[src/rtl/in_port.sv]
// in_port: memory-mapped 8-bit input port with pin synchronizer, optional
// whole-byte debounce filter, sticky change flag and registered read path.
//
// Parameters:
//   SYNC_STAGES     synchronizer depth per pin (2..4)
//   DEBOUNCE_CYCLES stable cycles before a new value is accepted (2..255)
// Ports:
//   clk         core clock, rising edge
//   rst         synchronous reset, active-low
//   port[7:0]   asynchronous external pins
//   read_enable read strobe, one cycle per access
//   read_addr   0 = data register, 1 = status {7'b0, changed}
//   read_data   registered read result, holds when read_enable=0
//   changed     sticky flag, set when accepted data changes, cleared by a
//               data read (set wins on the same edge)
// Build option:
//   IN_PORT_DEBOUNCE_EN  defined: cand/cnt debounce filter present;
//                        undefined: data register follows the synchronizer.
module in_port #(
    parameter int SYNC_STAGES     = 2,
    parameter int DEBOUNCE_CYCLES = 16
) (
    input  logic       clk,
    input  logic       rst,
    input  logic [7:0] port,
    input  logic       read_enable,
    input  logic       read_addr,
    output logic [7:0] read_data,
    output logic       changed
);

    if (SYNC_STAGES < 2 || SYNC_STAGES > 4 ||
        DEBOUNCE_CYCLES < 2 || DEBOUNCE_CYCLES > 255) begin : g_bad_param
        $error("in_port: parameter out of legal range");
    end

    logic [7:0] sync_q [SYNC_STAGES];
    logic [7:0] sync_out;
    logic [7:0] data_reg;
    logic [7:0] data_nxt;
    logic       load;
    logic       set_chg;
    logic       clr_chg;

    assign sync_out = sync_q[SYNC_STAGES-1];

    always_ff @(posedge clk) begin
        if (!rst) begin
            for (int i = 0; i < SYNC_STAGES; i++) begin
                sync_q[i] <= 8'h00;
            end
        end else begin
            sync_q[0] <= port;
            for (int i = 1; i < SYNC_STAGES; i++) begin
                sync_q[i] <= sync_q[i-1];
            end
        end
    end

`ifdef IN_PORT_DEBOUNCE_EN
    localparam logic [7:0] CNT_MAX = 8'(DEBOUNCE_CYCLES - 1);

    logic [7:0] cand;
    logic [7:0] cnt;

    // Any bit toggle restarts the count; the count saturates once the
    // candidate is accepted so a stable value is simply reloaded.
    always_ff @(posedge clk) begin
        if (!rst) begin
            cand <= 8'h00;
            cnt  <= 8'h00;
        end else if (sync_out != cand) begin
            cand <= sync_out;
            cnt  <= 8'h00;
        end else if (cnt != CNT_MAX) begin
            cnt <= cnt + 8'd1;
        end
    end

    assign load     = (sync_out == cand) && (cnt == CNT_MAX);
    assign data_nxt = cand;
`else
    assign load     = 1'b1;
    assign data_nxt = sync_out;
`endif

    assign set_chg = load && (data_nxt != data_reg);
    assign clr_chg = read_enable && !read_addr;

    always_ff @(posedge clk) begin
        if (!rst) begin
            data_reg <= 8'h00;
        end else if (load) begin
            data_reg <= data_nxt;
        end
    end

    // Set has priority over the clear of a concurrent data read, so a value
    // accepted on the read edge is never lost.
    always_ff @(posedge clk) begin
        if (!rst) begin
            changed <= 1'b0;
        end else if (set_chg) begin
            changed <= 1'b1;
        end else if (clr_chg) begin
            changed <= 1'b0;
        end
    end

    always_ff @(posedge clk) begin
        if (!rst) begin
            read_data <= 8'h00;
        end else if (read_enable) begin
            read_data <= read_addr ? {7'b0, changed} : data_reg;
        end
    end

endmodule

[config.mk]
export PLATFORM = sky130hd
export DESIGN_NAME = in_port
export DESIGN_NICKNAME = d
export VERILOG_FILES = /design/src/rtl/in_port.sv
export SDC_FILE = /design/constraint.sdc
export NUM_CORES = 1
export LEC_CHECK = 0
export BUFFER_PORTS_ARGS = -buffer_cell sky130_fd_sc_hd__buf_2
export CORE_ASPECT_RATIO = 1.25
export CORE_MARGIN = 4
export CORE_UTILIZATION = 50
export CTS_BUF_LIST = sky130_fd_sc_hd__clkbuf_8
export DETAILED_ROUTE_END_ITERATION = 6
export GPL_TIMING_DRIVEN = 0
export PLACE_DENSITY_LB_ADDON = 0.1
export SLEW_MARGIN = 5
export SYNTH_ARGS = -nofsm -noshare
export SYNTH_HDL_FRONTEND = slang
export SYNTH_SLANG_ARGS = --single-unit
[constraint.sdc]
create_clock -name clk -period 2.8 [get_ports clk]
set_clock_uncertainty 0.05 [all_clocks]
set_input_delay 0.7 -clock clk [delete_from_list [all_inputs] [get_ports clk]]
set_output_delay 0.7 -clock clk [all_outputs]
set_load 0.05 [all_outputs]
[Word level (Yosys, flattened, before mapping)]
Memories as Yosys holds them, arrays and structs flattened.
Cells that the tools add are included.
Cells by class
  equality and inequality tests: 1
  bitwise gates (word level): 2
  reductions and logical operators: 3
  muxes and demuxes: 7
Operators by type and width (count)
  8-bit two-way mux: 3
  8-bit inequality test: 1
  1-bit two-way mux: 4
  1-bit OR: 2
  2-bit nonzero test: 1
  1-bit logical AND: 1
  1-bit logical NOT: 1
Storage, ports and cells
  word-level logic and storage cells: 17
  RAM bits: 16
  bits in registers: 17
  memories: 1
Memories
  sync_q: words 2, bits a word 8, rd ports 2, clocked after Yosys merged registers in 0, write ports 2, line 37  | logic [7:0] sync_q [SYNC_STAGES];

[Logic depth before layout (Yosys ltp)]
Gate-level depths: netlist (run 1).
  word-level depth: 4
  gate-level depth with buffers: 4

[Worst setup path after synthesis (run 1)]
Ideal clock, no wire load.
  kind: input -> register
  start point: input read_enable
  end point: register changed
  cell stages on the path: 4
  setup slack: 1.187 ns
  arrival time: 1.438 ns
  path through: nor2b_1 > buf_4 > o2111ai_1 > o41a_1
Between the ends
  cells in the longest elaborated chain, start to end: 2
Ends and longest elaborated chain
  start, declared: line 26  | input logic read_enable,
  1-bit logical AND: line 88  | assign clr_chg = read_enable && !read_addr;
  2-bit nonzero test (no source line)
  end signal, assigned: line 102  | changed <= 1'b0;
  end signal, assigned: line 104  | changed <= 1'b1;
  end signal, assigned: line 106  | changed <= 1'b0;
  end, declared: line 29  | output logic changed
No other way between the ends.
A chain may end at the register's enable or synchronous reset.

[Worst setup path after layout (run 1)]
  start point: register changed
  end point: output changed
No word-level cell between the ends.

==> summary.json, run 1 <==
{
  "routing": {
    "vias": 682,
    "detail_route.iter0.violations": 0,
    "drt_pass1_iterations": 1,
    "antenna_violating_nets_post_route": 0,
    "post_drt_wl_per_cell_um": 10.4,
    "drc_errors": 0,
    "vias_per_cell": 4.64,
    "postRouteWirelength_um": 1530
  },
  "setup_path": {
    "crit_path_max_incr_delay_ps": 350,
    "slowest_stage": "sky130_fd_sc_hd__dfxtp_1",
    "worst_ep_arrival_time_ps": 890,
    "crit_path_cell_trace": "buf_2",
    "worst-r2r-setup-slack_ps": 1620,
    "critical_path.startpoint_type": "flip-flop",
    "endpoint_kind": "output pin",
    "crit_fanout": 3,
    "data_required_time_of_the_critical_path_ps": 2050,
    "timing_worst_setup_path_type": "reg2out",
    "cp_top_family": "flip-flops",
    "number_of_buffer_and_inverter_stages_on_the_critical_path": 1
  },
  "pwr": {
    "total_power_consumption_of_the_routed_design_mw": 0.889,
    "pwr-share-clk": 0.378,
    "internal_power_mw": 0.705,
    "seqPwrFrac": 0.556,
    "total_power_per_unit_cell_area_mw_per_mm2": 684,
    "p_leak_nw": 0.575,
    "switching_share": 0.207,
    "net_switching_power_mw": 0.184,
    "vdd_drop_max_mv": 0.502,
    "comb_power_share": 0.066
  },
  "layout": {
    "finalNonFillerCells": 147,
    "number_of_nets_in_the_final_layout": 139,
    "post_route_cells_drive_above_1_share": 0.213,
    "finish.utilization": 0.641,
    "max_ffs_per_register": 16,
    "n_antenna_cell": 0,
    "areaGrowthSynthToFinish_pct": 19.4
  },
  "clocking": {
    "cts_hold_repair.buffers": 0,
    "buffer_type_at_the_clock_tree_root": "sky130_fd_sc_hd__clkbuf_8",
    "worst_skew_pair.late_latency_ps": 270,
    "post_cts_resized": 0,
    "number_of_sinks_driven_by_the_clock_tree": 33,
    "tritoncts": "done",
    "cts_max_level": 2,
    "post_cts.repair.setup_buffers": 0,
    "numCtsBuffers": 5,
    "clock_buffer_depth": 2,
    "clk_pin_slew_worst_paths_ps": 60
  },
  "logic_synthesis": {
    "synthSimpleGateAreaFrac": 0.230,
    "synth_area_sq_mm": 0.00109,
    "synth-adder-area-share": 0,
    "seq_area_frac_synth": 0.608,
    "synth-edff-count": 0,
    "main_combinational_cell_family_by_area_after_synthesis": "simple AND/OR/NAND/NOR gates",
    "post_synth.cell_area_avg_sq_um": 10.9,
    "synth_compound_gate_area_share": 0.0610,
    "ys_top_cells_by_count": "sky130_fd_sc_hd__dfxtp_1, sky130_fd_sc_hd__and2_1, sky130_fd_sc_hd__nor2b_1, sky130_fd_sc_hd__a21oi_1, sky130_fd_sc_hd__xnor2_1",
    "number_of_instances_in_the_synthesized_netlist": 100,
    "ys_top_cells_by_area": "sky130_fd_sc_hd__dfxtp_1, sky130_fd_sc_hd__and2_1, sky130_fd_sc_hd__nor2b_1",
    "ys_async_sr_fraction": 0,
    "ys_seq_elements": 33,
    "netlist-cell-type-count": 16,
    "area_share_of_the_leading_cell_type_in_the_synthesized_netlist": 0.608,
    "synthDominantAreaCellType": "sky130_fd_sc_hd__dfxtp_1",
    "postSynth.topFlopCell": "sky130_fd_sc_hd__dfxtp_1",
    "yosys.cell_count.top_type": "sky130_fd_sc_hd__dfxtp_1",
    "synth-xor-area-share": 0.0644,
    "synth_warnings": 0,
    "muxShareOfSynthArea": 0.00921,
    "mappedNetlistNets": 112
  },
  "timing": {
    "setup_violations": 0,
    "fin_crit_ps": 1640,
    "hold-worst-slack_ps": 381,
    "fmax_achieved_ghz": 0.608,
    "timing.final.max_slew_violations": 0,
    "timing.final.hold_violations": 0,
    "timing.final.crit_share": 0.587,
    "total_negative_slack_ps": 0,
    "max-slew-margin-rel": 0.741,
    "setup_repair_after_global_routing_missed_its_margin": "no",
    "worst-slew-pin-transition_ps": 388
  },
  "global_route": {
    "first_global_vias": 691,
    "grtUsageTotal": 0.132,
    "overflow": 0,
    "antenna_found_initial": 0,
    "largest_net_degree_at_the_start_of_global_routing": 11,
    "grt_first_pass_wirelength_um": 2790
  },
  "hold_path": {
    "hp-class": "reg2reg"
  },
  "placed_design": {
    "post-place-cells": 140,
    "globalplace.congestion": 0.722,
    "io_buffer_count": 20
  },
  "floorplanning": {
    "chipWidth_um": 49.7,
    "area_enclosed_by_the_die_boundary_sq_mm": 0.00299,
    "core_area_sq_mm": 0.00203,
    "floorplan.io_pins": 21,
    "die_outline_height_um": 60.1,
    "initial_utilization": 0.536,
    "row_count": 18
  },
  "status": {
    "outcome": "finished, final reports clean"
  },
  "run": {
    "max_cap_viol_count": 0
  }
}
-- final timing paths --
kind,startpoint,end,cells past startpoint
setup / recovery,changed,changed,1
hold / removal,sync_q[0][7],sync_q[0][15],1
setup reg to reg,data_reg[3],changed,3
hold reg to reg,sync_q[0][7],sync_q[0][15],1
-- stage by stage --
step	instance area (sq um)	worst slack, ps
after CTS	1300	1130
after global routing	1300	1100
after floorplan	1090	1190
after detailed placement	1210	1020
final	1300	1160
after global placement	1210	1020
-- placed cells by master (no fill, tap or decap) --
master / synthesis / layout
sky130_fd_sc_hd__inv_1: 2 / 3
sky130_fd_sc_hd__a21oi_1: 6 / 6
sky130_fd_sc_hd__o2111ai_1: 1 / 1
sky130_fd_sc_hd__xnor2_1: 6 / 6
sky130_fd_sc_hd__mux2i_1: 1 / 1
sky130_fd_sc_hd__o41a_1: 1 / 1
sky130_fd_sc_hd__and2_1: 25 / 25
sky130_fd_sc_hd__clkbuf_8: 0 / 6
sky130_fd_sc_hd__o211a_1: 1 / 1
sky130_fd_sc_hd__buf_4: 1 / 1
sky130_fd_sc_hd__o22ai_1: 1 / 1
sky130_fd_sc_hd__nand2_1: 2 / 2
sky130_fd_sc_hd__clkbuf_1: 4 / 4
sky130_fd_sc_hd__buf_2: 0 / 20
sky130_fd_sc_hd__nor2b_1: 13 / 13
sky130_fd_sc_hd__xor2_1: 2 / 2
sky130_fd_sc_hd__dfxtp_1: 33 / 33
sky130_fd_sc_hd__nand3_1: 1 / 1
-- power groups by stage --
stage	clock network [mW]	logic [mW]	registers [mW]
floorplan	0	0.0304	0.515
global placement	0	0.0588	0.504
detailed placement	0	0.0600	0.505
CTS	0.351	0.0600	0.495
global route	0.377	0.0656	0.497
finish	0.336	0.0583	0.495
-- kinds of logic (layout without fill, tap and decap cells) --
kind of cell,Yosys count,after routing
compound gates,10,10
xor+xnor,8,8
buf+inv,7,34
flops,33,33
mux,1,1
simple gates,41,41
-- layout make-up --
type	count	area [sq um]
repair buffers	20	100
flip-flops and latches	33	661
plain buffers	5	22.5
well taps	20	25.0
fillers	178	728
multi-input cells	60	397
clock inverters	1	3.75
inverters	2	7.51
clock buffers	6	82.6
-- layer usage --
metal / share of wire / vias to the layer above / track usage
li1: - / 367 / -
met1: 0.46 / 286 / 0.124
met2: 0.43 / 22 / 0.231
met3: 0.077 / 7 / 0.0549
met4: 0.035 / 0 / 0.0949
met5: 0 / - / 0
No activity file was read; power rests on OpenSTA's default activity.
==> run 2: changes to the inputs <==
ABC_AREA = 1   (was default)
clock period = 1.7 ns   (was 2.8 ns; I/O delays follow)
==> summary.json, run 2 <==
{
  "routing": {
    "drc_errors": {"value": 0, "change": "unchanged"},
    "postRouteWirelength": {"value": 1790, "unit": "um", "change": "+17%"},
    "vias": {"value": 892, "change": "+31%"},
    "vias_per_cell": {"value": 4.27, "change": "-8.0%"},
    "detail_route.iter0.violations": {"value": 12, "change": "+12"},
    "post_drt_wl_per_cell": {"value": 8.55, "unit": "um", "change": "-18%"},
    "antenna_violating_nets_post_route": {"value": 0, "change": "unchanged"},
    "drt_pass1_iterations": {"value": 4, "change": "+3"}
  },
  "layout": {
    "final_common_cell": "sky130_fd_sc_hd__nand2_1",
    "n_antenna_cell": {"value": 0, "change": "unchanged"},
    "layout.cells.most_common_list": "sky130_fd_sc_hd__nand2_1, sky130_fd_sc_hd__inv_1, sky130_fd_sc_hd__dfxtp_1",
    "max_ffs_per_register": {"value": 16, "change": "unchanged"},
    "post_route_cells_drive_above_1_share": {"value": 0.185, "change": "-0.0272"},
    "areaGrowthSynthToFinish_pct": 19.8,
    "design_area": {"value": 0.00139, "unit": "sq mm", "change": "+7.2%"},
    "number_of_nets_in_the_final_layout": {"value": 189, "change": "+36%"}
  },
  "setup_path": {
    "slowest_stage": "sky130_fd_sc_hd__dfxtp_1",
    "timing_worst_setup_path_type": "reg2out",
    "crit_path_cell_trace": "buf_2",
    "crit_path_max_incr_delay": {"value": 360, "unit": "ps", "change": "about the same"},
    "worst_ep_arrival_time": {"value": 920, "unit": "ps", "change": "+30 ps"},
    "data_required_time_of_the_critical_path": {"value": 1220, "unit": "ps", "change": "-830 ps"},
    "endpoint_kind": "output pin",
    "cp_top_family": "flip-flops",
    "critical_path.startpoint_type": "flip-flop",
    "number_of_buffer_and_inverter_stages_on_the_critical_path": {"value": 1, "change": "unchanged"},
    "crit_fanout": {"value": 3, "change": "unchanged"}
  },
  "floorplanning": {
    "chipWidth": {"value": 51.1, "unit": "um", "change": "+2.8%"},
    "row_count": {"value": 19, "change": "+1"},
    "core_area": {"value": 0.00221, "unit": "sq mm", "change": "+9.1%"},
    "initial_utilization": {"value": 0.526, "change": "-0.0107"},
    "die_outline_height": {"value": 61.9, "unit": "um", "change": "+2.9%"},
    "floorplan.io_pins": {"value": 21, "change": "unchanged"},
    "area_enclosed_by_the_die_boundary": {"value": 0.00316, "unit": "sq mm", "change": "+5.9%"}
  },
  "placed_design": {
    "place_area": {"value": 0.00129, "unit": "sq mm", "change": "+6.5%"},
    "io_buffer_count": {"value": 18, "change": "-10%"},
    "dp_hpwl_um": 1360,
    "globalplace.congestion": {"value": 0.727, "change": "+0.68%"}
  },
  "logic_synthesis": {
    "area_share_of_the_leading_cell_type_in_the_synthesized_netlist": {"value": 0.568, "change": "-0.0392"},
    "number_of_instances_in_the_synthesized_netlist": {"value": 152, "change": "+52%"},
    "mappedNetlistNets": {"value": 164, "change": "+46%"},
    "yosys.cell_count.top_type": "sky130_fd_sc_hd__nand2_1",
    "synth-edff-count": {"value": 0, "change": "unchanged"},
    "postSynth.topFlopCell": "sky130_fd_sc_hd__dfxtp_1",
    "post_synth.cell_area_avg": {"value": 7.65, "unit": "sq um", "change": "-30%"},
    "synthDominantAreaCellType": "sky130_fd_sc_hd__dfxtp_1",
    "synth_area": {"value": 0.00116, "unit": "sq mm", "change": "+6.9%"},
    "netlist-cell-type-count": {"value": 13, "change": "-3"},
    "ys_async_sr_fraction": {"value": 0, "change": "unchanged"},
    "synth_warnings": {"value": 0, "change": "unchanged"},
    "ys_top_cells_by_area": "sky130_fd_sc_hd__dfxtp_1, sky130_fd_sc_hd__nand2_1, sky130_fd_sc_hd__inv_1",
    "ys_top_cells_by_count": "sky130_fd_sc_hd__nand2_1, sky130_fd_sc_hd__inv_1, sky130_fd_sc_hd__dfxtp_1, sky130_fd_sc_hd__nand3_1, sky130_fd_sc_hd__a21oi_1",
    "ys_seq_elements": {"value": 33, "change": "unchanged"},
    "seq_area_frac_synth": {"value": 0.568, "change": "-0.0392"}
  },
  "clocking": {
    "numCtsBuffers": {"value": 5, "change": "unchanged"},
    "buffer_type_at_the_clock_tree_root": "sky130_fd_sc_hd__clkbuf_8",
    "cts_max_level": {"value": 2, "change": "unchanged"},
    "tritoncts": "done",
    "number_of_sinks_driven_by_the_clock_tree": {"value": 33, "change": "unchanged"},
    "clk_pin_slew_worst_paths": {"value": 70, "unit": "ps", "change": "about the same"},
    "post_cts.repair.setup_buffers": {"value": 0, "change": "unchanged"},
    "clock_buffer_depth": {"value": 2, "change": "unchanged"},
    "cts_hold_repair.buffers": {"value": 0, "change": "unchanged"},
    "post_cts_resized": {"value": 0, "change": "unchanged"},
    "worst_skew_pair.late_latency": {"value": 280, "unit": "ps", "change": "about the same"}
  },
  "timing": {
    "max-slew-margin-rel": {"value": 0.836, "change": "+0.0945"},
    "timing.final.crit_share": 0.820,
    "setup_violations": {"value": 0, "change": "unchanged"},
    "timing.final.max_slew_violations": {"value": 0, "change": "unchanged"},
    "fmax_achieved_ghz": 0.717,
    "worst-slew-pin-transition": {"value": 248, "unit": "ps", "change": "-140 ps"},
    "setup_repair_after_global_routing_missed_its_margin": "no",
    "fin_crit_ps": 1390,
    "timing.final.hold_violations": {"value": 0, "change": "unchanged"},
    "total_negative_slack": {"value": 0, "unit": "ps", "change": "unchanged"}
  },
  "pwr": {
    "net_switching_power": {"value": 0.348, "unit": "mW", "change": "+89%"},
    "internal_power": {"value": 1.21, "unit": "mW", "change": "+71%"},
    "seqPwrFrac": {"value": 0.525, "change": "-0.031"},
    "p_leak": {"value": 0.782, "unit": "nW", "change": "+36%"},
    "vdd_drop_max": {"value": 0.790, "unit": "mV", "change": "+58%"},
    "total_power_per_unit_cell_area": {"value": 1120, "unit": "mW/mm^2", "change": "+63%"},
    "pwr-share-clk": {"value": 0.406, "change": "+0.028"},
    "switching_share": {"value": 0.224, "change": "+0.0164"},
    "comb_power_share": {"value": 0.069, "change": "+0.003"}
  },
  "status": {
    "outcome": "finished, final reports clean"
  },
  "run": {
    "max_cap_viol_count": {"value": 0, "change": "unchanged"}
  },
  "global_route": {
    "overflow": {"value": 0, "change": "unchanged"},
    "antenna_found_initial": {"value": 0, "change": "unchanged"},
    "grtUsageTotal": {"value": 0.134, "change": "+0.00194"},
    "first_global_vias": {"value": 764, "change": "+11%"},
    "largest_net_degree_at_the_start_of_global_routing": {"value": 11, "change": "unchanged"},
    "grt_first_pass_wirelength": {"value": 2970, "unit": "um", "change": "+6.2%"}
  },
  "hold_path": {
    "hp-class": "in2reg"
  }
}
==> run 2: changes by cell type after synthesis, sizes merged, moves of 4 or more <==
cell	previous run	this run
nand2	2	48
and2	25	0
nor2	0	7
nor2b	13	0
xnor2	6	2
clkbuf	4	0
nand3	1	9
inv	2	38
==> run 2: per-stage QoR <==
step	worst slack, ps	std cells	utilization	hold WS [ps]	total power [mW]
final	306	209	0.630	275	1.55
after global routing	295	209	0.630	283	1.62
after CTS	302	209	0.630	266	1.57
after detailed placement	597	201	0.584	349	0.943
after global placement	611	201	0.584	343	0.938
after floorplan	593	152	-	340	0.912
==> run 2: cell type report <==
| cell class | count | area, sq um |
|---|---|---|
| fill | 230 | 818 |
| clock buffer | 7 | 96.3 |
| tap | 31 | 38.8 |
| clock inverter | 1 | 5.00 |
| buffer | 4 | 26.3 |
| inverter | 38 | 148 |
| multi-input combinational | 77 | 328 |
| sequential | 33 | 661 |
| timing repair buffer | 18 | 90.1 |
==> run 2: worst min-delay path, cell delays in order <==
cell and delay [ps]:
sky130_fd_sc_hd__buf_2 70, sky130_fd_sc_hd__nand2_1 40, sky130_fd_sc_hd__inv_1 40
==> run 2: power groups by stage <==
stage,logic (mW),registers (mW),clock network (mW)
global placement,0.106,0.832,0
floorplan,0.0628,0.849,0
detailed placement,0.109,0.834,0
finish,0.108,0.816,0.630
CTS,0.110,0.816,0.643
global route,0.122,0.819,0.676
==> run 2: path summary, 6_finish.rpt <==
kind / cells after the start / from / to / slack, ps
min reg2reg: 2 / sync_q[0][4] / sync_q[0][12] / 360
max reg2reg: 7 / sync_q[0][14] / changed / 700
max: 1 / changed / changed / 310
min: 3 / port[6] / sync_q[0][6] / 270
==> run 2: logic make-up after synthesis <==
family | Yosys count | synth area share
flops | 33 | 0.568
buf+inv | 42 | 0.150
xor+xnor | 2 | 0.0151
compound gates | 11 | 0.0506
simple gates | 64 | 0.216
==> run 2: layer usage <==
metal / vias to the layer above / GRT usage / share of wire
li1: 487 / - / -
met1: 376 / 0.107 / 0.39
met2: 22 / 0.260 / 0.51
met3: 7 / 0.0430 / 0.062
met4: 0 / 0.115 / 0.034
met5: - / 0 / 0
